==> config.mk <==
export PLATFORM = sky130hd
export DESIGN_NAME = gpu_write_arbiter
export DESIGN_NICKNAME = d
export VERILOG_FILES = /design/src/rtl/gpu_arb_pkg.sv /design/src/rtl/gpu_rr_picker.sv /design/src/rtl/gpu_write_arbiter.sv
export SDC_FILE = /design/constraint.sdc
export NUM_CORES = 1
export LEC_CHECK = 0
export BUFFER_PORTS_ARGS = -buffer_cell sky130_fd_sc_hd__buf_2
export CAP_MARGIN = 20
export CORE_ASPECT_RATIO = 0.5
export CORE_MARGIN = 2
export CORE_UTILIZATION = 41
export DETAILED_ROUTE_END_ITERATION = 12
export PLACE_DENSITY = 0.82
export SLEW_MARGIN = 15
export SYNTH_ARGS = -nofsm -noshare
export SYNTH_HDL_FRONTEND = slang
export SYNTH_SLANG_ARGS = --single-unit
==> constraint.sdc <==
create_clock -name clk -period 1.7 [get_ports clk]
set_input_delay 0 -clock clk [delete_from_list [all_inputs] [get_ports clk]]
set_output_delay 0 -clock clk [all_outputs]
set_load 0.005 [all_outputs]
==> src/rtl/gpu_arb_pkg.sv <==
`default_nettype none
// ============================================================================
// Module      : gpu_arb_pkg
// Description : Shared widths, FSM state encoding and write-payload type for
//               the GPU pixel-write arbiter and its round-robin picker.
// Revision    : 1.0 - initial release
// ============================================================================
package gpu_arb_pkg;

    localparam int PX_W    = 8;   // pixel byte width
    localparam int COORD_W = 6;   // column / row coordinate width

    // Arbiter FSM. CLEAR is only reachable when the clear engine is built in.
    typedef enum logic [1:0] {
        IDLE  = 2'd0,
        ISSUE = 2'd1,
        HOLD  = 2'd2,
        CLEAR = 2'd3
    } arb_state_t;

    // Registered GPU write payload; field order matches the GPU port order.
    typedef struct packed {
        logic [PX_W-1:0]    px;
        logic [COORD_W-1:0] column;
        logic [COORD_W-1:0] row;
        logic               palette;
        logic               overlay;
    } payload_t;

endpackage : gpu_arb_pkg
`default_nettype wire

==> src/rtl/gpu_rr_picker.sv <==
`default_nettype none
// ============================================================================
// Module      : gpu_rr_picker
// Description : Purely combinational round-robin picker. Scans the request
//               vector starting one past the pointer (wrapping) and returns
//               the first valid requester as a one-hot grant plus its index.
// Ports       : i_valid  [NUM_REQ] request vector
//               i_ptr    [IDX_W]   last granted index
//               o_grant  [NUM_REQ] one-hot grant (all 0 when nothing valid)
//               o_idx    [IDX_W]   index of the granted requester
//               o_any              at least one requester valid
// Revision    : 1.0 - initial release
// ============================================================================
module gpu_rr_picker
    import gpu_arb_pkg::*;
#(
    parameter int NUM_REQ = 2,
    parameter int IDX_W   = (NUM_REQ > 1) ? $clog2(NUM_REQ) : 1
) (
    input  logic [NUM_REQ-1:0] i_valid,
    input  logic [IDX_W-1:0]   i_ptr,
    output logic [NUM_REQ-1:0] o_grant,
    output logic [IDX_W-1:0]   o_idx,
    output logic               o_any
);

    // Two passes give wrap-around priority without modulo arithmetic:
    // first the indices above the pointer, then those at or below it.
    always_comb begin
        o_grant = '0;
        o_idx   = '0;
        o_any   = 1'b0;
        for (int i = 0; i < NUM_REQ; i++) begin
            if (!o_any && i_valid[i] && (i > int'(i_ptr))) begin
                o_any      = 1'b1;
                o_grant[i] = 1'b1;
                o_idx      = IDX_W'(i);
            end
        end
        for (int i = 0; i < NUM_REQ; i++) begin
            if (!o_any && i_valid[i] && (i <= int'(i_ptr))) begin
                o_any      = 1'b1;
                o_grant[i] = 1'b1;
                o_idx      = IDX_W'(i);
            end
        end
    end

endmodule : gpu_rr_picker
`default_nettype wire

==> src/rtl/gpu_write_arbiter.sv <==
`default_nettype none
// ============================================================================
// Module      : gpu_write_arbiter
// Description : Shares the single GPU pixel-write port among NUM_REQ
//               requesters. Round-robin arbitration, one captured request in
//               flight, a registered 1-cycle write strobe issued only when the
//               GPU reports write_available, followed by a 1-cycle hold.
//               Optional full-screen clear engine, built when the macro
//               GPU_ARB_CLEAR_EN is defined.
// Ports       : clk, rst                  clock, synchronous active-high reset
//               req_valid/req_ready       per-requester handshake (ready one-hot)
//               req_px_data/column/row/palette/overlay  packed request payloads
//               clear_start/clear_px_data clear request pulse and fill value
//               clear_busy                clear sweep in progress
//               gpu_write_available       GPU can take a write this cycle
//               gpu_write, gpu_*          registered strobe and payload to GPU
// Revision    : 1.0 - initial release
// ============================================================================
module gpu_write_arbiter
    import gpu_arb_pkg::*;
#(
    parameter int NUM_REQ = 2,
    parameter int COLS    = 64,
    parameter int ROWS    = 64
) (
    input  logic                       clk,
    input  logic                       rst,
    input  logic [NUM_REQ-1:0]         req_valid,
    output logic [NUM_REQ-1:0]         req_ready,
    input  logic [NUM_REQ*PX_W-1:0]    req_px_data,
    input  logic [NUM_REQ*COORD_W-1:0] req_column,
    input  logic [NUM_REQ*COORD_W-1:0] req_row,
    input  logic [NUM_REQ-1:0]         req_palette,
    input  logic [NUM_REQ-1:0]         req_overlay,
    input  logic                       clear_start,
    input  logic [PX_W-1:0]            clear_px_data,
    output logic                       clear_busy,
    input  logic                       gpu_write_available,
    output logic                       gpu_write,
    output logic [PX_W-1:0]            gpu_px_data,
    output logic [COORD_W-1:0]         gpu_column,
    output logic [COORD_W-1:0]         gpu_row,
    output logic                       gpu_palette,
    output logic                       gpu_overlay
);

    localparam int IDX_W = (NUM_REQ > 1) ? $clog2(NUM_REQ) : 1;
    // Pointer starts at the last requester so requester 0 wins first.
    localparam logic [IDX_W-1:0] c_ptr_rst = IDX_W'(NUM_REQ - 1);

    arb_state_t       r_state_q, w_state_d;
    logic [IDX_W-1:0] r_ptr_q,   w_ptr_d;
    payload_t         r_pl_q,    w_pl_d;
    logic             r_write_q, w_write_d;

    logic [NUM_REQ-1:0] w_grant;
    logic [IDX_W-1:0]   w_idx;
    logic               w_any;
    payload_t           w_req_pl;

    gpu_rr_picker #(
        .NUM_REQ (NUM_REQ),
        .IDX_W   (IDX_W)
    ) u_picker (
        .i_valid (req_valid),
        .i_ptr   (r_ptr_q),
        .o_grant (w_grant),
        .o_idx   (w_idx),
        .o_any   (w_any)
    );

    // Only the winner's payload slice is selected; others are never sampled.
    always_comb begin
        w_req_pl = '0;
        for (int i = 0; i < NUM_REQ; i++) begin
            if (w_grant[i]) begin
                w_req_pl.px      = req_px_data[PX_W*i +: PX_W];
                w_req_pl.column  = req_column[COORD_W*i +: COORD_W];
                w_req_pl.row     = req_row[COORD_W*i +: COORD_W];
                w_req_pl.palette = req_palette[i];
                w_req_pl.overlay = req_overlay[i];
            end
        end
    end

`ifdef GPU_ARB_CLEAR_EN
    localparam logic [COORD_W-1:0] c_last_col = COORD_W'(COLS - 1);
    localparam logic [COORD_W-1:0] c_last_row = COORD_W'(ROWS - 1);

    logic               r_clr_pend_q, w_clr_pend_d;
    logic               r_clr_busy_q, w_clr_busy_d;
    logic [PX_W-1:0]    r_clr_px_q,   w_clr_px_d;
    logic [COORD_W-1:0] r_clr_col_q,  w_clr_col_d;
    logic [COORD_W-1:0] r_clr_row_q,  w_clr_row_d;
    logic               w_clr_accept;
    logic               w_clr_last;

    // A start while one is already pending or sweeping is dropped.
    assign w_clr_accept = clear_start && !r_clr_pend_q && !r_clr_busy_q;
    assign w_clr_last   = (r_clr_col_q == c_last_col) && (r_clr_row_q == c_last_row);
`endif

    always_comb begin
        w_state_d = r_state_q;
        w_ptr_d   = r_ptr_q;
        w_pl_d    = r_pl_q;
        w_write_d = 1'b0;
        req_ready = '0;
`ifdef GPU_ARB_CLEAR_EN
        w_clr_pend_d = r_clr_pend_q;
        w_clr_busy_d = r_clr_busy_q;
        w_clr_px_d   = r_clr_px_q;
        w_clr_col_d  = r_clr_col_q;
        w_clr_row_d  = r_clr_row_q;
`endif

        case (r_state_q)
            IDLE: begin
`ifdef GPU_ARB_CLEAR_EN
                // Clear (new or pending) outranks every requester.
                if (!rst && (r_clr_pend_q || w_clr_accept)) begin
                    w_state_d    = CLEAR;
                    w_clr_busy_d = 1'b1;
                    w_clr_pend_d = 1'b0;
                    w_clr_col_d  = '0;
                    w_clr_row_d  = '0;
                    w_clr_px_d   = r_clr_pend_q ? r_clr_px_q : clear_px_data;
                    w_pl_d       = '0;
                    w_pl_d.px    = w_clr_px_d;
                end else
`endif
                if (!rst && w_any) begin
                    req_ready = w_grant;
                    w_pl_d    = w_req_pl;
                    w_ptr_d   = w_idx;
                    w_state_d = ISSUE;
                end
            end

            ISSUE: begin
                if (gpu_write_available) begin
                    w_write_d = 1'b1;
                    w_state_d = HOLD;
                end
            end

            HOLD: begin
                // One dead cycle lets the GPU drop write_available.
                w_state_d = IDLE;
`ifdef GPU_ARB_CLEAR_EN
                if (r_clr_busy_q) begin
                    if (w_clr_last) begin
                        w_clr_busy_d = 1'b0;
                    end else begin
                        if (r_clr_col_q == c_last_col) begin
                            w_clr_col_d = '0;
                            w_clr_row_d = r_clr_row_q + 1'b1;
                        end else begin
                            w_clr_col_d = r_clr_col_q + 1'b1;
                        end
                        w_pl_d        = '0;
                        w_pl_d.px     = r_clr_px_q;
                        w_pl_d.column = w_clr_col_d;
                        w_pl_d.row    = w_clr_row_d;
                        w_state_d     = CLEAR;
                    end
                end
`endif
            end

`ifdef GPU_ARB_CLEAR_EN
            CLEAR: begin
                if (gpu_write_available) begin
                    w_write_d = 1'b1;
                    w_state_d = HOLD;
                end
            end
`endif

            default: w_state_d = IDLE;
        endcase

`ifdef GPU_ARB_CLEAR_EN
        // A start arriving while busy with a requester write waits for IDLE.
        if ((r_state_q != IDLE) && w_clr_accept) begin
            w_clr_pend_d = 1'b1;
            w_clr_px_d   = clear_px_data;
        end
`endif
    end

    always_ff @(posedge clk) begin
        if (rst) begin
            r_state_q <= IDLE;
            r_ptr_q   <= c_ptr_rst;
            r_pl_q    <= '0;
            r_write_q <= 1'b0;
`ifdef GPU_ARB_CLEAR_EN
            r_clr_pend_q <= 1'b0;
            r_clr_busy_q <= 1'b0;
            r_clr_px_q   <= '0;
            r_clr_col_q  <= '0;
            r_clr_row_q  <= '0;
`endif
        end else begin
            r_state_q <= w_state_d;
            r_ptr_q   <= w_ptr_d;
            r_pl_q    <= w_pl_d;
            r_write_q <= w_write_d;
`ifdef GPU_ARB_CLEAR_EN
            r_clr_pend_q <= w_clr_pend_d;
            r_clr_busy_q <= w_clr_busy_d;
            r_clr_px_q   <= w_clr_px_d;
            r_clr_col_q  <= w_clr_col_d;
            r_clr_row_q  <= w_clr_row_d;
`endif
        end
    end

`ifdef GPU_ARB_CLEAR_EN
    assign clear_busy = r_clr_busy_q;
`else
    // Clear engine absent: its inputs and sweep dimensions have no effect.
    localparam int c_unused_dims = COLS + ROWS;
    logic w_unused_clr;
    assign w_unused_clr = ^{clear_start, clear_px_data};
    assign clear_busy   = 1'b0;
`endif

    assign gpu_write   = r_write_q;
    assign gpu_px_data = r_pl_q.px;
    assign gpu_column  = r_pl_q.column;
    assign gpu_row     = r_pl_q.row;
    assign gpu_palette = r_pl_q.palette;
    assign gpu_overlay = r_pl_q.overlay;

endmodule : gpu_write_arbiter
`default_nettype wire

==> results of run 1 <==
## layout make-up
class                           instances  area, um^2  area share, %
Clock buffer                            3        41.3           2.16
Multi-Input combinational cell         60         646           33.8
Sequential cell                        26         520           27.2
Tap cell                               40        50.0           2.62
Timing Repair Buffer                  102         653           34.2
## worst max-delay path, stage by stage (launching register included)
cell and delay, ns:
sky130_fd_sc_hd__dfxtp_1 0.35, sky130_fd_sc_hd__or3b_4 0.42, sky130_fd_sc_hd__a211oi_4 0.25, sky130_fd_sc_hd__buf_12 0.20
sky130_fd_sc_hd__buf_2 0.13
## kinds of logic after synthesis
| kind of cell | Yosys count | synth area share, % |
|---|---|---|
| compound gates | 26 | 20.5 |
| buf+inv | 13 | 8.81 |
| flops | 26 | 41.2 |
| other cells | 1 | 0.297 |
| simple gates | 33 | 29.2 |
## routing by layer
| metal | wire length (um) | part of all wire [%] |
|---|---|---|
| met2 | 1910 | 53 |
| met3 | 158 | 4.4 |
| met5 | 0 | 0 |
| met4 | 52 | 1.5 |
| met1 | 1450 | 41 |
## per-stage QoR
stage / utilization (%) / std cells
floorplan: - / 99
global placement: 54.8 / 205
detailed placement: 54.8 / 205
CTS: 63.9 / 231
global route: 64.2 / 231
finish: 64.2 / 231
## what timing repair did
item / 4_1_cts / 5_1_grt
hold endpoints to repair: 24 / 0
setup endpoints to repair: 0 / 2
hold buffers: 23 / 0
resized for setup: 0 / 1
## state kept, by name, summed over array words and instances, names as in the netlist
signal	cells
gpu_column	6
gpu_row	6
gpu_px_data	8
r_state_q	2
gpu_overlay	1
gpu_write	1
r_ptr_q	1
gpu_palette	1
## power by group through the flow
stage | sequential (mW) | combinational [mW] | clock [mW]
floorplan | 0.718 | 0.179 | 0
global placement | 0.711 | 0.299 | 0
detailed placement | 0.713 | 0.306 | 0
CTS | 0.701 | 0.347 | 0.360
global route | 0.708 | 0.383 | 0.382
finish | 0.703 | 0.355 | 0.355
## worst paths after layout
| kind | from | endpoint | slack, ns | depth (start not counted) |
|---|---|---|---|---|
| worst max-delay path | r_state_q[0] | req_ready[1] | 0.07 | 4 |
| worst min-delay path | rst | r_ptr_q | 0.09 | 2 |
| worst max register to register | r_state_q[0] | gpu_row[5] | 0.15 | 4 |
| worst min register to register | gpu_px_data[5] | gpu_px_data[5] | 0.49 | 1 |
## placed cells by master (no fill, tap or decap)
master / netlist / routed
sky130_fd_sc_hd__a211o_1: 1 / 1
sky130_fd_sc_hd__a211oi_4: 1 / 1
sky130_fd_sc_hd__a21oi_4: 0 / 1
sky130_fd_sc_hd__a221o_1: 22 / 22
sky130_fd_sc_hd__buf_12: 1 / 1
sky130_fd_sc_hd__buf_2: 4 / 73
sky130_fd_sc_hd__buf_4: 1 / 5
sky130_fd_sc_hd__clkbuf_8: 0 / 3
sky130_fd_sc_hd__conb_1: 1 / 1
sky130_fd_sc_hd__dfxtp_1: 26 / 26
sky130_fd_sc_hd__dlygate4sd3_1: 0 / 23
sky130_fd_sc_hd__nand2_1: 1 / 1
sky130_fd_sc_hd__nor2_1: 2 / 2
sky130_fd_sc_hd__nor2b_2: 0 / 1
sky130_fd_sc_hd__nor3_1: 4 / 4
sky130_fd_sc_hd__nor4b_1: 4 / 4
sky130_fd_sc_hd__nor4b_2: 18 / 18
sky130_fd_sc_hd__o21ai_0: 1 / 1
sky130_fd_sc_hd__or2_0: 1 / 1
sky130_fd_sc_hd__or3b_1: 1 / 1
sky130_fd_sc_hd__or3b_4: 1 / 1
==> out/qor.yml, run 1 <==
global_route:
  globalRoute.totalOverflow: 0
  grt_first_pass_wirelength_um: 5380
  met3_usage_pct: 5.53
  grt_start_max_net_pins: 24
  initial_antenna_violation_count: 0
  gr-usage-met1_pct: 22.9
  grt_busiest_layer: "met2"
  grtUsageMet2_pct: 36.0
  gr-usage-all-layers_pct: 20.2
  first_global_vias: 1203
floorplan:
  fp.dieArea_um2: 3570
  num_io_pins: 84
  rows: 14
  die_width_um: 82.5
  core_region_area_um2: 2980
  die_y_um: 43.3
  initial_utilization_pct: 42.4
setup_path:
  critPathRequiredTime_ns: 1.70
  end_kind: "primary output"
  setup.worst_path.class: "reg -> out"
  cp.arrival_ns: 1.63
  critical_path_peak_fanout: 23
  startpoint_type: "register"
clocking:
  ctsRootBufferMaster: "sky130_fd_sc_hd__clkbuf_8"
  source_to_sink_clock_delay_at_the_later_pin_of_the_worst_skew_pair_ns: 0.27
  ctsHtreeMaxLevel: 1
  cts_buffers: 3
  cts_buffer_depth: 2
  post_cts.repair.setup_buffers: 0
  tritoncts_clock_tree: "yes"
  clock-sinks: 26
  cts.reportedPaths.clkPinSlew_ns: 0.09
pwr:
  p_switching_mw: 0.386
  seq_power_share_pct: 49.8
  internal_power_mw: 1.03
  switching_share_pct: 27.3
  share_clk_of_total_power_pct: 25.1
  cellLeakagePower_nw: 0.840
  totalPowerFinal_mw: 1.41
  powerDensity_nw_per_um2: 739
  peakVddDrop_mv: 0.319
  power_frac_comb_pct: 25.1
synthesis:
  net_count_of_the_mapped_netlist: 157
  synth_top_cells_by_area: "sky130_fd_sc_hd__dfxtp_1 (41%), sky130_fd_sc_hd__nor4b_2 (21%), sky130_fd_sc_hd__a221o_1 (17%), sky130_fd_sc_hd__buf_6 (4.5%), sky130_fd_sc_hd__nor4b_1 (2.8%)"
  ys_types: 21
  syn_inst: 99
  postSynthAreaPerCell_um2: 12.8
  seq_area_frac_synth_pct: 41.2
  ys_seq_elements: 26
  dominantRegCellSynth: "sky130_fd_sc_hd__dfxtp_1"
  yosys-top-cells-count: "sky130_fd_sc_hd__dfxtp_1 (26), sky130_fd_sc_hd__a221o_1 (22), sky130_fd_sc_hd__nor4b_2 (18)"
  synth-warning-count: 0
  mappedNetlistArea_um2: 1260
  synth_enable_flop_cells: 0
  yosys.cell_count.top_type: "sky130_fd_sc_hd__dfxtp_1"
  netlist.area_leader.share_pct: 41.2
  ys_async_sr_fraction_pct: 0
  yosys.area.top_type: "sky130_fd_sc_hd__dfxtp_1"
outcome:
  status: "completed"
layout:
  diodes_inserted: 0
  drive_above_1_share_pct: 54.5
  fillers: 228
  fin_nets: 251
  stdcell_area_um2: 1910
  syn_to_final_growth_pct: 51.2
drt:
  detail_route.first_pass.iterations: 4
  routed_wire_length_per_instance_um: 15.5
  drt_first_iter_violations: 87
  route.detailed.drc: 0
  avgViaCountPerCell: 5.49
  antenna_left: 0
  drt-total-wl_um: 3580
  vias: 1269
placement:
  finalWeightedCongestion: 0.719
  place.port_buffers: 73
  detailed_place.area_um2: 1630
  place.detailed.hpwl_um: 2190
  post-place-ws_ns: 0.0820
timing:
  final_count_of_negative_setup_slack_endpoints: 0
  rsz0062_at_grt: "no"
  slew_violations: 0
  achievable-frequency_mhz: 613
  fin_crit_sh_pct: 96.0
  fin_skew_ns: 0.00272
  hold_viol_final: 0
  setup_total_negative_slack_ns: 0
  postLayoutSetupSlackWorst_ns: 0.0682
  slew-limit-headroom_pct: 59.5
  hold_slack_ns: 0.0894
  period_minus_slack_ns: 1.63
  worst_slew_pin_slew_ns: 0.607
flow_run:
  cap_viol_max_count: 0
min_path:
  type_of_the_worst_min_delay_path: "in -> reg"
Note: power is estimated with default switching activity, not from simulation.
==> inputs of run 2 (changes only) <==
--- a/config.mk
+++ b/config.mk
@@ -11,6 +11,7 @@
 export CORE_MARGIN = 2
 export CORE_UTILIZATION = 41
 export DETAILED_ROUTE_END_ITERATION = 12
+export MAX_ROUTING_LAYER = met4
 export PLACE_DENSITY = 0.82
 export SLEW_MARGIN = 15
 export SYNTH_ARGS = -nofsm -noshare
==> run 2 against run 1 <==
Net effect: non-clock buffer count is the same; maximum frequency grew 0.58%; design area unchanged; critical path depth is the same; sequential share of layout area stayed put; total power shrank 0.24%; critical endpoint unchanged; largest cell class unchanged; largest power group unchanged; highest routed layer unchanged.
==> out/qor.yml, run 2 (synthesis results as in run 1) <==
outcome:
  status: "completed"  # unchanged
min_path:
  hold_crit_start: "rst"  # unchanged
  holdPathEnd: "r_ptr_q"  # unchanged
  hold_path_depth: 2  # unchanged
  type_of_the_worst_min_delay_path: "in -> reg"  # unchanged
setup_path:
  startpoint_type: "register"  # unchanged
  crit_chain: "or3b_4 > a211oi_4 > buf_12 > buf_2"  # unchanged
  crit_path_max_incr_delay_ns: 0.42  # about the same
  critical_path_peak_fanout: 23  # unchanged
  rr_worst_depth: 4  # unchanged
  end_kind: "primary output"  # unchanged
  reg2reg_slack_ns: 0.16  # was 0.15 ns
  cp.arrival_ns: 1.62  # was 1.63 ns
  cp-startpoint: "r_state_q[0]"  # unchanged
  setup.worst_path.class: "reg -> out"  # unchanged
  cp_slowest_cell: "sky130_fd_sc_hd__or3b_4"  # unchanged
  critPathRequiredTime_ns: 1.70  # about the same
  reg2reg_to: "gpu_row[5]"  # unchanged
  crit-reg2reg-launch: "r_state_q[0]"  # unchanged
drt:
  vias: 1267  # was 1,269
  drt_first_iter_violations: 48  # was 87
  avgViaCountPerCell: 5.48  # was 5.49
  route.detailed.drc: 0  # unchanged
  detail_route.first_pass.iterations: 6  # was 4
  routed_wire_length_per_instance_um: 15.4  # was 15.5 um
  antenna_left: 0  # unchanged
  drt-total-wl_um: 3560  # was 3580 um
placement:
  placed_cells: 205  # unchanged
  place.detailed.hpwl_um: 2190  # unchanged
  detailed_place.area_um2: 1630  # unchanged
  place.port_buffers: 73  # unchanged
  finalWeightedCongestion: 0.727  # was 0.719
  post-place-ws_ns: 0.0820  # unchanged
layout:
  final_core_util_pct: 64.2  # unchanged
  syn_to_final_growth_pct: 51.2  # unchanged
  fillers: 228  # unchanged
  final_common_cell: "sky130_fd_sc_hd__buf_2"  # unchanged
  diodes_inserted: 0  # unchanged
  most_frequent_cells_in_the_layout: "sky130_fd_sc_hd__buf_2 (73), sky130_fd_sc_hd__dfxtp_1 (26), sky130_fd_sc_hd__dlygate4sd3_1 (23)"  # unchanged
  fin_nets: 251  # unchanged
  drive_above_1_share_pct: 54.5  # unchanged
  stdcell_area_um2: 1910  # unchanged
  non_filler_cells_in_the_finished_layout: 231  # unchanged
  largest_register_ff_count: 8  # unchanged
global_route:
  initial_antenna_violation_count: 0  # unchanged
  grt_first_pass_wirelength_um: 5390  # was 5380 um
  grt_start_max_net_pins: 24  # unchanged
  gr-usage-all-layers_pct: 20.8  # was 20.2%
  first_global_vias: 1203  # unchanged
  globalRoute.totalOverflow: 0  # unchanged
timing:
  period_minus_slack_ns: 1.62  # was 1.63 ns
  achievable-frequency_mhz: 616  # was 613 MHz
  fin_skew_ns: 0.00495  # was 0.00272 ns
  hold_slack_ns: 0.0941  # was 0.0894 ns
  setup_total_negative_slack_ns: 0  # unchanged
  slew-limit-headroom_pct: 59.5  # about the same
  slew_violations: 0  # unchanged
  worst_slew_pin_slew_ns: 0.606  # was 0.607 ns
  fin_crit_sh_pct: 95.4  # was 96.0%
  final_count_of_negative_setup_slack_endpoints: 0  # unchanged
  postLayoutSetupSlackWorst_ns: 0.0776  # was 0.0682 ns
  hold_viol_final: 0  # unchanged
  rsz0062_at_grt: "no"  # unchanged
floorplan:
  initial_utilization_pct: 42.4  # unchanged
  die_y_um: 43.3  # unchanged
  fp.dieArea_um2: 3570  # unchanged
  rows: 14  # unchanged
  core_region_area_um2: 2980  # unchanged
  num_io_pins: 84  # unchanged
  die_width_um: 82.5  # unchanged
pwr:
  p_switching_mw: 0.383  # was 0.386 mW
  share_clk_of_total_power_pct: 25.0  # was 25.1%
  totalPowerFinal_mw: 1.41  # about the same
  peakVddDrop_mv: 0.322  # was 0.319 mV
  powerDensity_nw_per_um2: 737  # was 739 nW/um^2
  seq_power_share_pct: 49.9  # was 49.8%
  power_frac_comb_pct: 25.2  # was 25.1%
  switching_share_pct: 27.2  # was 27.3%
  cellLeakagePower_nw: 0.840  # unchanged
  internal_power_mw: 1.03  # about the same
clocking:
  tritoncts_clock_tree: "yes"  # unchanged
  cts_buffers: 3  # unchanged
  ctsRootBufferMaster: "sky130_fd_sc_hd__clkbuf_8"  # unchanged
  cts.reportedPaths.clkPinSlew_ns: 0.08  # was 0.09 ns
  post_cts.repair.setup_buffers: 0  # unchanged
  ctsHtreeMaxLevel: 1  # unchanged
  source_to_sink_clock_delay_at_the_later_pin_of_the_worst_skew_pair_ns: 0.27  # about the same
  cts_buffer_depth: 2  # unchanged
  clock-sinks: 26  # unchanged
flow_run:
  cap_viol_max_count: 0  # unchanged
-- run 2: cell counts in the layout (fill, tap and decap cells not counted) --
Identical to the previous run, type by type.
-- run 2: repair_timing --
action	in CTS	in global routing
endpoints found under the setup margin	0	2
hold buffers	23	0
hold endpoints to repair	24	0
resized for setup	0	1
-- run 2: worst max-delay path by stage --
stage / endpoint / depth (start not counted)
floorplan: gpu_column[1] / 4
global placement: gpu_px_data[5] / 3
detailed placement: gpu_px_data[0] / 3
CTS: gpu_px_data[0] / 3
global route: req_ready[1] / 4
finish: req_ready[1] / 4
-- run 2: area by class of cell --
type	instances	area (um^2)	area share [%]
Tap cell	40	50.0	2.62
Multi-Input combinational cell	60	646	33.8
Timing Repair Buffer	102	653	34.2
Clock buffer	3	41.3	2.16
Sequential cell	26	520	27.2
-- run 2: critical path: cells and delay by family (launching register included) --
family                 cells  cell delay [ns]
buffers and inverters      2             0.33
AND/OR/NAND/NOR            1             0.42
flip-flops                 1             0.35
AO/OA/AOI/OAI              1             0.25
-- run 2: per-layer routing --
layer	GRT usage (%)	share of wire, %	vias to the layer above	routed length [um]
met4	7.87	1.9	0	66
met3	5.53	4.3	8	153
met2	36.1	53	37	1890
met1	22.8	41	633	1440
met5	-	0	-	0
li1	-	-	589	-
-- run 2: power groups by stage --
| stage | clock, mW | sequential (mW) | combinational [mW] |
|---|---|---|---|
| detailed placement | 0 | 0.713 | 0.306 |
| global placement | 0 | 0.711 | 0.299 |
| global route | 0.382 | 0.708 | 0.383 |
| CTS | 0.360 | 0.701 | 0.347 |
| finish | 0.352 | 0.703 | 0.354 |
| floorplan | 0 | 0.718 | 0.179 |
